## src/rtl/corep_pkg.sv

```systemverilog
// Core-wide shared types: branch-predictor payload fields and the ibtb update-queue entry.
package corep;

    localparam int unsigned PC38_W    = 38;
    localparam int unsigned IBTB_GH_W = 8;
    localparam int unsigned ASID_W    = 16;
    localparam int unsigned IBTB_INFO_W = 32;

    typedef logic [PC38_W-1:0]      pc38_t;
    typedef logic [IBTB_GH_W-1:0]   ibtb_gh_t;
    typedef logic [ASID_W-1:0]      asid_t;
    typedef logic [IBTB_INFO_W-1:0] ibtb_info_t;

    localparam int unsigned IBTB_UQ_DEPTH = 8;
    localparam int unsigned IBTB_UQ_IDX_W = $clog2(IBTB_UQ_DEPTH);

    typedef struct packed {
        pc38_t      src_pc38;
        ibtb_gh_t   ibtb_gh;
        asid_t      asid;
        ibtb_info_t tgt_ibtb_info;
    } ibtb_uq_entry_t;

endpackage

```

## src/rtl/ibtb_update_queue.sv

```systemverilog
// Circular buffer of resolved indirect-branch updates draining one per cycle into the ibtb,
// merging a new update into the newest entry when they target the same ibtb slot.
module ibtb_update_queue
    import corep::*;
(
    input  logic                     CLK,
    input  logic                     nRST,
    input  logic                     enq_valid,
    output logic                     enq_ready,
    input  pc38_t                    enq_src_pc38,
    input  ibtb_gh_t                 enq_ibtb_gh,
    input  asid_t                    enq_asid,
    input  ibtb_info_t               enq_tgt_ibtb_info,
    input  logic                     clear,
    input  logic                     update_stall,
    output logic                     update_valid,
    output pc38_t                    update_src_pc38,
    output ibtb_gh_t                 update_ibtb_gh,
    output asid_t                    update_asid,
    output ibtb_info_t               update_tgt_ibtb_info,
    output logic [IBTB_UQ_IDX_W:0]   occupancy
);

    localparam int unsigned PTR_W = IBTB_UQ_IDX_W + 1;

    ibtb_uq_entry_t           mem_q [IBTB_UQ_DEPTH];
    logic [PTR_W-1:0]         head_q, tail_q, occ_q;
    logic [PTR_W-1:0]         head_d, tail_d;
    logic [IBTB_UQ_IDX_W-1:0] head_idx, tail_idx, newest_idx;
    logic                     empty, full, deq, key_match, merge, wr_new, wr_merge;
    ibtb_uq_entry_t           head_entry;

    // Pointer/merge control and head presentation
    always_comb begin
        empty      = 1'b0;
        full       = 1'b0;
        deq        = 1'b0;
        key_match  = 1'b0;
        merge      = 1'b0;
        wr_new     = 1'b0;
        wr_merge   = 1'b0;
        head_d     = head_q;
        tail_d     = tail_q;
        head_entry = '0;

        head_idx   = head_q[IBTB_UQ_IDX_W-1:0];
        tail_idx   = tail_q[IBTB_UQ_IDX_W-1:0];
        newest_idx = tail_idx - IBTB_UQ_IDX_W'(1);

        empty = (head_q == tail_q);
        full  = (head_idx == tail_idx) && (head_q[IBTB_UQ_IDX_W] != tail_q[IBTB_UQ_IDX_W]);
        deq   = ~empty & ~update_stall;

        key_match = ({mem_q[newest_idx].src_pc38, mem_q[newest_idx].ibtb_gh, mem_q[newest_idx].asid}
                     == {enq_src_pc38, enq_ibtb_gh, enq_asid});
        // A sole entry leaving this cycle cannot absorb a merge; it becomes a fresh enqueue
        merge = ~empty & key_match & ~(deq & (occ_q == PTR_W'(1)));

        enq_ready = merge | ~full;
        wr_merge  = enq_valid & merge & ~clear;
        wr_new    = enq_valid & enq_ready & ~merge & ~clear;

        if (clear) begin
            head_d = '0;
            tail_d = '0;
        end else begin
            head_d = head_q + PTR_W'(deq);
            tail_d = tail_q + PTR_W'(wr_new);
        end

        if (!empty) head_entry = mem_q[head_idx];
        update_valid         = ~empty;
        update_src_pc38      = head_entry.src_pc38;
        update_ibtb_gh       = head_entry.ibtb_gh;
        update_asid          = head_entry.asid;
        update_tgt_ibtb_info = head_entry.tgt_ibtb_info;
        occupancy            = occ_q;
    end

    always_ff @(posedge CLK or negedge nRST) begin
        if (!nRST) begin
            head_q <= '0;
            tail_q <= '0;
            occ_q  <= '0;
            for (int i = 0; i < int'(IBTB_UQ_DEPTH); i++) mem_q[i] <= '0;
        end else begin
            head_q <= head_d;
            tail_q <= tail_d;
            occ_q  <= tail_d - head_d;
            if (wr_new) begin
                mem_q[tail_idx] <= '{src_pc38: enq_src_pc38, ibtb_gh: enq_ibtb_gh,
                                     asid: enq_asid, tgt_ibtb_info: enq_tgt_ibtb_info};
            end else if (wr_merge) begin
                mem_q[newest_idx].tgt_ibtb_info <= enq_tgt_ibtb_info;
            end
        end
    end

endmodule

```

## config.mk

```make
export PLATFORM = sky130hd
export DESIGN_NAME = ibtb_update_queue
export DESIGN_NICKNAME = d
export VERILOG_FILES = /design/src/rtl/corep_pkg.sv /design/src/rtl/ibtb_update_queue.sv
export SDC_FILE = /design/constraint.sdc
export NUM_CORES = 1
export LEC_CHECK = 0
export BUFFER_PORTS_ARGS = -buffer_cell sky130_fd_sc_hd__buf_2
export CORE_UTILIZATION = 35
export DETAILED_ROUTE_END_ITERATION = 16
export PLACE_DENSITY = 0.53
export RECOVER_POWER = 50
export SLEW_MARGIN = 40
export SYNTH_ARGS = -nofsm -noshare
export SYNTH_HDL_FRONTEND = slang
export SYNTH_SLANG_ARGS = --single-unit
```

## constraint.sdc

```tcl
create_clock -name CLK -period 16.7 [get_ports CLK]
set_input_delay 4.175 -clock CLK [delete_from_list [all_inputs] [get_ports CLK]]
set_output_delay 4.175 -clock CLK [all_outputs]
set_load 0.02 [all_outputs]
```

; Word level (Yosys, flattened, before mapping)
; Cells that the tools add are included.
[classes]
add_sub_neg = 4
magnitude_cmp = 5
n_eq_ne = 5
mux = 17
bitwise = 19
reduce_logical = 4
[ops]
columns = cell, count
row1 = $bwmux W752, 2
row2 = $mux W752, 2
row3 = $bmux W94 S3, 2
row4 = $demux W94 S3, 2
row5 = $mux W94, 6
row6 = $eq A62 B62 Y1, 1
row7 = $mux W32, 1
row8 = $ge A4 B4 Y1 const B, 3
row9 = $not A3 Y4, 3
row10 = $and A1 B1 Y1, 9
row11 = $add A4 B1 Y4, 2
row12 = $lt A4 B1 Y1 const B, 2
row13 = $mux W4, 2
row14 = $not A1 Y1, 6
row15 = $eq A4 B1 Y1 const B, 1
row16 = $eq A4 B4 Y1, 1
row17 = $sub A4 B4 Y4, 1
row18 = $eq A3 B3 Y1, 1
row19 = $logic_and A1 B1 Y1, 3
row20 = $sub A3 B1 Y3 const B, 1
row21 = $reduce_bool A2 Y1, 1
row22 = $ne A1 B1 Y1, 1
row23 = $or A1 B1 Y1, 1
[totals]
register_bits = 764
input_bits = 99
out_inout_bits = 100
word_cells = 89

; Logic depth before layout (Yosys ltp)
; Gate-level depths: netlist of the first run.
[logic_depth]
depth_word = 15
mapped_depth = 28
mapped_depth_nobuf = 19

; Least setup slack after synthesis of the first run
; Ideal clock, no wire load.
[synth_path]
path_kind = input to output
startpoint = input enq_src_pc38[28]
endpoint = output enq_ready
arrival_time_ns = 6.569
required_ns = 12.525
setup_slack_ns = 5.956
stages = 8
path_buffers = 2
path_cell_list = buf_1 xor2_1 o211ai_1 or4_1 or4_1 or4_1 buf_2 nand2_1
[synth_between]
elab_chain_cells = 4
[synth_rtl]
columns = item, line
row1 = start: declaration, ibtb_update_queue.sv:10  ; input pc38_t enq_src_pc38,
row2 = $eq A62 B62 Y1, ibtb_update_queue.sv:55  ; == {enq_src_pc38, enq_ibtb_gh, enq_asid});
row3 = $and A1 B1 Y1 (2 in series), ibtb_update_queue.sv:57  ; merge = ~empty & key_match & ~(deq & (occ_q == PTR_W'(1)));
row4 = $or A1 B1 Y1, ibtb_update_queue.sv:59  ; enq_ready = merge | ~full;
row5 = end: declaration, ibtb_update_queue.sv:9  ; output logic enq_ready,
; Every way passes these cells.

==> results of run 1 <==
==> how the worst max path moves through the flow <==
stage                endpoint  cells after the start  slack, ns        startpoint
global route        tail_q[0]                      3       3.37              nRST
finish              tail_q[0]                      3       4.86              nRST
CTS                 enq_ready                      9       5.14   enq_src_pc38[1]
detailed placement  enq_ready                      9       5.15   enq_src_pc38[1]
floorplan           enq_ready                      8       5.96  enq_src_pc38[28]
global placement    enq_ready                      9       5.15   enq_src_pc38[1]
==> cell usage in the layout (no fill, tap or decap), types with 26 or more instances in the layout <==
| master | n |
|---|---|
| nor2_1 | 116 |
| nand2_1 | 26 |
| mux2i_1 | 177 |
| xor2_1 | 44 |
| mux4_2 | 282 |
| clkbuf_1 | 37 |
| mux2_2 | 659 |
| clkbuf_16 | 90 |
| mux2_1 | 103 |
| xnor2_1 | 41 |
| dfrtp_1 | 760 |
| buf_2 | 191 |
==> worst register-to-register path, cell delays in order (launching register included) <==
cell and delay, ns:
dfrtp_4 0.60, clkinv_1 0.21, ha_4 0.85, buf_4 0.59, inv_2 0.15, buf_4 0.34, nor2_1 0.69, a22oi_1 0.19
and3_1 0.24, o2111ai_1 0.27, or4_1 0.21, nor4_1 0.10, clkbuf_1 0.20, nor4_1 0.58, clkbuf_1 1.83, buf_4 0.89
mux2_2 0.47
==> kinds of logic after synthesis <==
family / after synthesis / synth area share, %
and+or+nand+nor: 245 / 2.99
adders and majority gates: 9 / 0.304
muxes: 1221 / 42.3
buffers and inverters: 259 / 2.73
AOI/OAI and AO/OA: 64 / 1.21
xor gates and xnor gates: 87 / 1.97
DFF: 764 / 48.5
==> sequential cells by signal, summed over array words and instances (netlist names) <==
name / flops
mem_q: 752
head_q: 4
occupancy: 4
tail_q: 4
==> per-layer routing <==
metal  track usage (%)  part of all wire [%]  vias to the layer above  routed length (um)
met5                 0                  0.12                        -                 138
met4              5.73                   2.1                       24                2430
met3              4.10                   5.2                      182                6000
met2              33.1                    48                      519               55400
met1              27.9                    44                    13205               50700
li1                  -                     -                    10145                   -
==> power groups by stage <==
stage               registers [uW]  logic [uW]  clock network (uW)
CTS                           2340        1210                2100
global route                  2370        1280                2180
floorplan                     2290         843                   0
global placement              2340        1160                   0
detailed placement            2370        1200                   0
finish                        2330        1190                2050
==> through the flow <==
step	hold WS [ns]	cells	cell area, um^2	setup WS [ns]
final	0.482	4312	45000	4.86
after global routing	0.507	4307	45000	3.37
after CTS	0.490	4298	45100	5.14
after detailed placement	0.477	4136	42000	5.15
after global placement	0.468	4133	41900	5.15
after floorplan	0.459	2649	39500	5.96
==> Yosys cell counts, types with 3 or more instances <==
| library cell | n | area, um^2 |
|---|---|---|
| a211oi_1 | 7 | 52.6 |
| a21oi_1 | 8 | 40.0 |
| a221oi_1 | 3 | 26.3 |
| a22oi_1 | 3 | 22.5 |
| and3_1 | 5 | 31.3 |
| and4_1 | 3 | 26.3 |
| buf_1 | 84 | 315 |
| buf_2 | 46 | 230 |
| buf_4 | 11 | 82.6 |
| clkbuf_1 | 107 | 402 |
| dfrtp_1 | 764 | 19100 |
| ha_1 | 8 | 100 |
| inv_1 | 8 | 30.0 |
| mux2_1 | 103 | 1160 |
| mux2_2 | 659 | 7420 |
| mux2i_1 | 177 | 1770 |
| mux4_2 | 282 | 6350 |
| nand2_1 | 26 | 97.6 |
| nand2b_1 | 4 | 25.0 |
| nand3_1 | 19 | 95.1 |
| nand3b_1 | 6 | 45.0 |
| nand4_1 | 12 | 75.1 |
| nor2_1 | 117 | 439 |
| nor2b_1 | 5 | 31.3 |
| nor3_1 | 16 | 80.1 |
| nor3b_1 | 14 | 105 |
| nor4_1 | 7 | 43.8 |
| o2111ai_1 | 6 | 52.6 |
| o21ai_0 | 5 | 25.0 |
| o21ai_2 | 4 | 35.0 |
| o221ai_1 | 3 | 26.3 |
| o22ai_1 | 3 | 18.8 |
| o2bb2ai_1 | 3 | 26.3 |
| or3_1 | 4 | 25.0 |
| or4_1 | 5 | 37.5 |
| xnor2_1 | 41 | 359 |
| xor2_1 | 44 | 385 |
==> area by class of cell <==
cell class,count,area share (%)
antenna,11,0.0611
clock buffer,134,5.88
clock inverter,28,0.958
inverter,10,0.0833
multi-input combinational,1626,43.0
sequential,764,42.5
tap,1488,4.13
timing repair buffer,251,3.37
==> results by group, run 1 <==
Worst setup path
  • R2R depth: 16
  • Reg2Reg Setup Slack: 8.18 ns
  • Required time worst endpoint: 15.88 ns
  • Setup Crit Path Kind: in -> async
  • Crit path capture type: asynchronous set/reset pin
  • WP data arrival: 11.02 ns
  • Crit path cell chain: clkbuf_1, clkbuf_1, clkbuf_1
  • Slowest CP cell: clkbuf_1
  • Worst Path Buf+Inv: 3
  • Critical R2R Capture: mem_q[435]
  • FF-to-FF Start: tail_q[0]
  • Critical Path Fanout Max: 74
  • Slowest Stage Delay on Critical Path: 3.14 ns
  • CP most frequent cell: clkbuf_1
  • Top Family by Delay on Critical Path: buffers and inverters
  • CP Launch Type: input port

Min path
  • Hold Path Sink: mem_q[485]
  • Worst Hold Depth: 1
  • Hold_sp: mem_q[485]
  • Hold Crit Class: reg -> reg

Synth
  • Syn Inst Count: 2649
  • Netlist cell types: 58
  • Synthesized area: 39500 um^2
  • Syn nets: 2757
  • FF+latch count, synth: 764
  • Post-Syn Area per Cell: 14.9 um^2
  • Synth warn: 0
  • Sequential share of the synthesized area: 48.5%
  • EDFF count, synth: 0
  • Ys flop type: dfrtp_1
  • Post-synth ARST share: 100%

Timing
  • Final period util: 70.9%
  • RSZ-0062 raised after global routing: false
  • Final setup viols: 0
  • Rel. slew slack: -181%
  • Post-route minimum period: 11.84 ns
  • Fmax: 84.4 MHz
  • Endpoints failing hold: 0
  • Setup TNS: 0 ns
  • Fin. max-slew vios: 477
  • Slew @ Worst Pin: 4.22 ns
  • Layout Skew: 0.0346 ns

Placed design
  • Final RePlAce weighted congestion: 0.773
  • Hpwl dp: 68.7 mm
  • # port buffers: 198

Global routing
  • Largest net degree at the start of global routing: 99
  • Vias in the first global route: 26338
  • Total GRT Usage: 20.5%
  • Initial antenna violation count: 29
  • Total congestion overflow: 0
  • First-pass GRT wire length: 174 mm

Finish
  • Register area: 19100 um^2
  • Fill count: 10199
  • Final core utilization: 40.5%
  • Final #Nets: 2851
  • Area of the multi-input gates: 19400 um^2
  • Area Overhead vs Synth: 14.2%
  • Layout cells sized above 1: 47.6%

Drt
  • ANT nets after route: 0
  • Avg WL per Cell: 26.6 um
  • Post-route DRC: 0
  • Via Count: 24075
  • DRT iter0 DRCs: 1341
  • DRT Pass-1 Iters: 5
  • Vias/cell: 5.58
  • Total Wirelength: 115 mm

Floorplan
  • Die area: 114000 um^2
  • # rows: 122
  • CORE AREA: 111000 um^2
  • Die Ht: 338 um
  • I/O pin count: 199
  • Initial Util: 35.5%
  • Die W: 338 um

Power
  • Sw Ratio: 28.8%
  • Internal power: 3960 uW
  • Sequential group share of total power: 41.9%
  • Max VDD drop: 0.0728 mV
  • Total power: 5570 uW
  • Power per cell area: 124 nW/um^2
  • Gate power share: 21.3%
  • Part of the power in the clock network: 36.7%
  • Leak pwr: 0.0195 uW
  • Sw power: 1600 uW

Flow run
  • Max Cap Viol: 9

Clock tree
  • H-Tree Depth: 3
  • Worst-Skew Late Latency: 0.68 ns
  • TritonCTS clock tree: yes
  • Clock Sinks: 764
  • Post-CTS resize count: 0
  • Setup Fix Bufs, Post-CTS: 0
  • CTS root buf: clkbuf_16
  • Clock Tree Buf Depth: 3
  • CTS Hold Bufs: 0
  • Clock transition at the registers of the reported paths: 0.06 ns
  • Inserted Clock Buffers: 90

Run status
  • Violated checks: max-capacitance violations, max-slew violations
  • Status: finished with violations
Power figures use the tool's default switching activity.
==> run 2: changes to the inputs <==
--- a/config.mk
+++ b/config.mk
@@ -8,7 +8,7 @@
 export BUFFER_PORTS_ARGS = -buffer_cell sky130_fd_sc_hd__buf_2
 export CORE_UTILIZATION = 35
 export DETAILED_ROUTE_END_ITERATION = 16
-export PLACE_DENSITY = 0.53
+export PLACE_DENSITY = 0.55
 export RECOVER_POWER = 50
 export SLEW_MARGIN = 40
 export SYNTH_ARGS = -nofsm -noshare
==> constraint.sdc (replaced) <==
create_clock -name CLK -period 9.9 [get_ports CLK]
set_input_delay 2.475 -clock CLK [delete_from_list [all_inputs] [get_ports CLK]]
set_output_delay 2.475 -clock CLK [all_outputs]
set_load 0.02 [all_outputs]
==> results by group, run 2 (same netlist as run 1, synthesis figures left out) <==
Run status
  • Status: finished with violations
  • Violated checks: max-capacitance violations, max-slew violations

Timing
  • RSZ-0062 raised after global routing: false
  • Final setup viols: 0
  • Slew @ Worst Pin: 5.22 ns
  • Rel. slew slack: -248%
  • Setup TNS: 0 ns
  • Post-route minimum period: 8.26 ns
  • Layout Skew: 0.0629 ns
  • Fin. max-slew vios: 403
  • Endpoints failing hold: 0
  • Final period util: 83.5%
  • Fmax: 121 MHz

Min path
  • Hold Crit Class: reg -> reg
  • Hold Path Sink: mem_q[660]
  • Worst Hold Depth: 1
  • Hold_sp: mem_q[660]

Clock tree
  • H-Tree Depth: 3
  • TritonCTS clock tree: yes
  • Worst-Skew Late Latency: 0.70 ns
  • Post-CTS resize count: 0
  • CTS Hold Bufs: 0
  • Clock transition at the registers of the reported paths: 0.06 ns
  • Clock Tree Buf Depth: 3
  • Setup Fix Bufs, Post-CTS: 0
  • CTS root buf: clkbuf_16
  • Inserted Clock Buffers: 93
  • Clock Sinks: 764

Placed design
  • Final RePlAce weighted congestion: 0.797
  • Hpwl dp: 70.6 mm
  • Placed Area: 42100 um^2
  • # port buffers: 198

Finish
  • Final Instance Area: 45500 um^2
  • Max reg flops: 752
  • Most frequent cells in the layout: dfrtp_1, mux2_2, mux4_2
  • Register area: 19100 um^2
  • Commonest non-fill, non-tap cell in the layout: dfrtp_1
  • Fill count: 10161
  • Layout cells sized above 1: 48.5%
  • Most flops, register: mem_q
  • Final #Nets: 2859
  • Area Overhead vs Synth: 15.4%
  • Area of the multi-input gates: 19400 um^2

Drt
  • Via Count: 24039
  • DRT iter0 DRCs: 1509
  • Avg WL per Cell: 26.4 um
  • Post-route DRC: 0
  • Vias/cell: 5.56
  • Total Wirelength: 114 mm
  • ANT nets after route: 0
  • DRT Pass-1 Iters: 5

Worst setup path
  • Reg2Reg Setup Slack: 1.81 ns
  • Top Family by Delay on Critical Path: buffers and inverters
  • Required time worst endpoint: 7.43 ns
  • CP Launch Type: flop
  • Setup Crit Path Kind: reg -> out
  • WP data arrival: 5.79 ns
  • Crit path capture type: output port
  • Slowest Stage Delay on Critical Path: 0.88 ns
  • Critical R2R Capture: mem_q[214]
  • Slowest CP cell: or4_1
  • Critical Path Fanout Max: 57
  • R2R depth: 12
  • Worst Path Buf+Inv: 3
  • FF-to-FF Start: tail_q[0]
  • Crit path cell chain: buf_6, buf_4, mux4_2, xnor2_1, o2111ai_1, a211oi_1, nand4_1, or4_1, nand2_1, buf_2

Global routing
  • Total congestion overflow: 0
  • Initial antenna violation count: 29
  • First-pass GRT wire length: 172 mm
  • Largest net degree at the start of global routing: 136
  • Total GRT Usage: 20.2%
  • Vias in the first global route: 26102

Floorplan
  • Die area: 114000 um^2
  • Die W: 338 um
  • CORE AREA: 111000 um^2
  • Initial Util: 35.5%
  • # rows: 122
  • I/O pin count: 199
  • Die Ht: 338 um

Power
  • Power per cell area: 213 nW/um^2
  • Leak pwr: 0.0197 uW
  • Max VDD drop: 0.148 mV

Flow run
  • Max Cap Viol: 8
run 2: cell count changes in the layout (fill, tap and decap cells not counted), sizes merged:
| cell | change |
|---|---|
| diode | -5 |
| bufinv | +6 |
| inv | +1 |
| clkinv | +7 |
| buf | +11 |
| clkbuf | -9 |
run 2: power by group:
part	switching [uW]	internal (uW)
sequential	317	3620
clock	1440	2310
combinational	1030	982
total	2780	6920
run 2: through the flow:
step | power (uW) | setup slack (ns) | hold WS [ns] | instances | utilization, %
global placement | 5920 | 1.88 | 0.468 | 4135 | 37.6
detailed placement | 6040 | 1.73 | 0.478 | 4142 | 37.8
global route | 10100 | 0.949 | 0.501 | 4322 | 40.9
floorplan | 5290 | 2.56 | 0.459 | 2649 | -
CTS | 9830 | 1.43 | 0.491 | 4315 | 40.9
finish | 9700 | 1.64 | 0.487 | 4323 | 40.9
run 2: metal layers:
| layer | GRT usage [%] | part of all wire, % | routed length, um | up-vias |
|---|---|---|---|---|
| li1 | - | - | - | 10168 |
| met1 | 26.8 | 43 | 48900 | 13034 |
| met2 | 32.4 | 48 | 54700 | 575 |
| met3 | 4.53 | 5.5 | 6300 | 228 |
| met4 | 7.26 | 3.5 | 3970 | 34 |
| met5 | 0 | 0.17 | 199 | - |
run 2: layout make-up:
class / count / area share [%]
Tap cell: 1488 / 4.09
Clock inverter: 42 / 1.65
Multi-Input combinational cell: 1626 / 42.6
Clock buffer: 131 / 5.93
Antenna cell: 6 / 0.0330
Inverter: 10 / 0.0879
Sequential cell: 764 / 42.0
Timing Repair Buffer: 256 / 3.55
run 2: worst max path at each step:
stage	startpoint	to	slack [ns]	cells after the start
finish	tail_q[0]	enq_ready	1.64	10
global route	nRST	mem_q[517]	0.95	3
floorplan	enq_src_pc38[28]	enq_ready	2.56	8
detailed placement	enq_src_pc38[29]	enq_ready	1.73	9
CTS	tail_q[0]	enq_ready	1.43	11
global placement	enq_src_pc38[1]	enq_ready	1.88	9
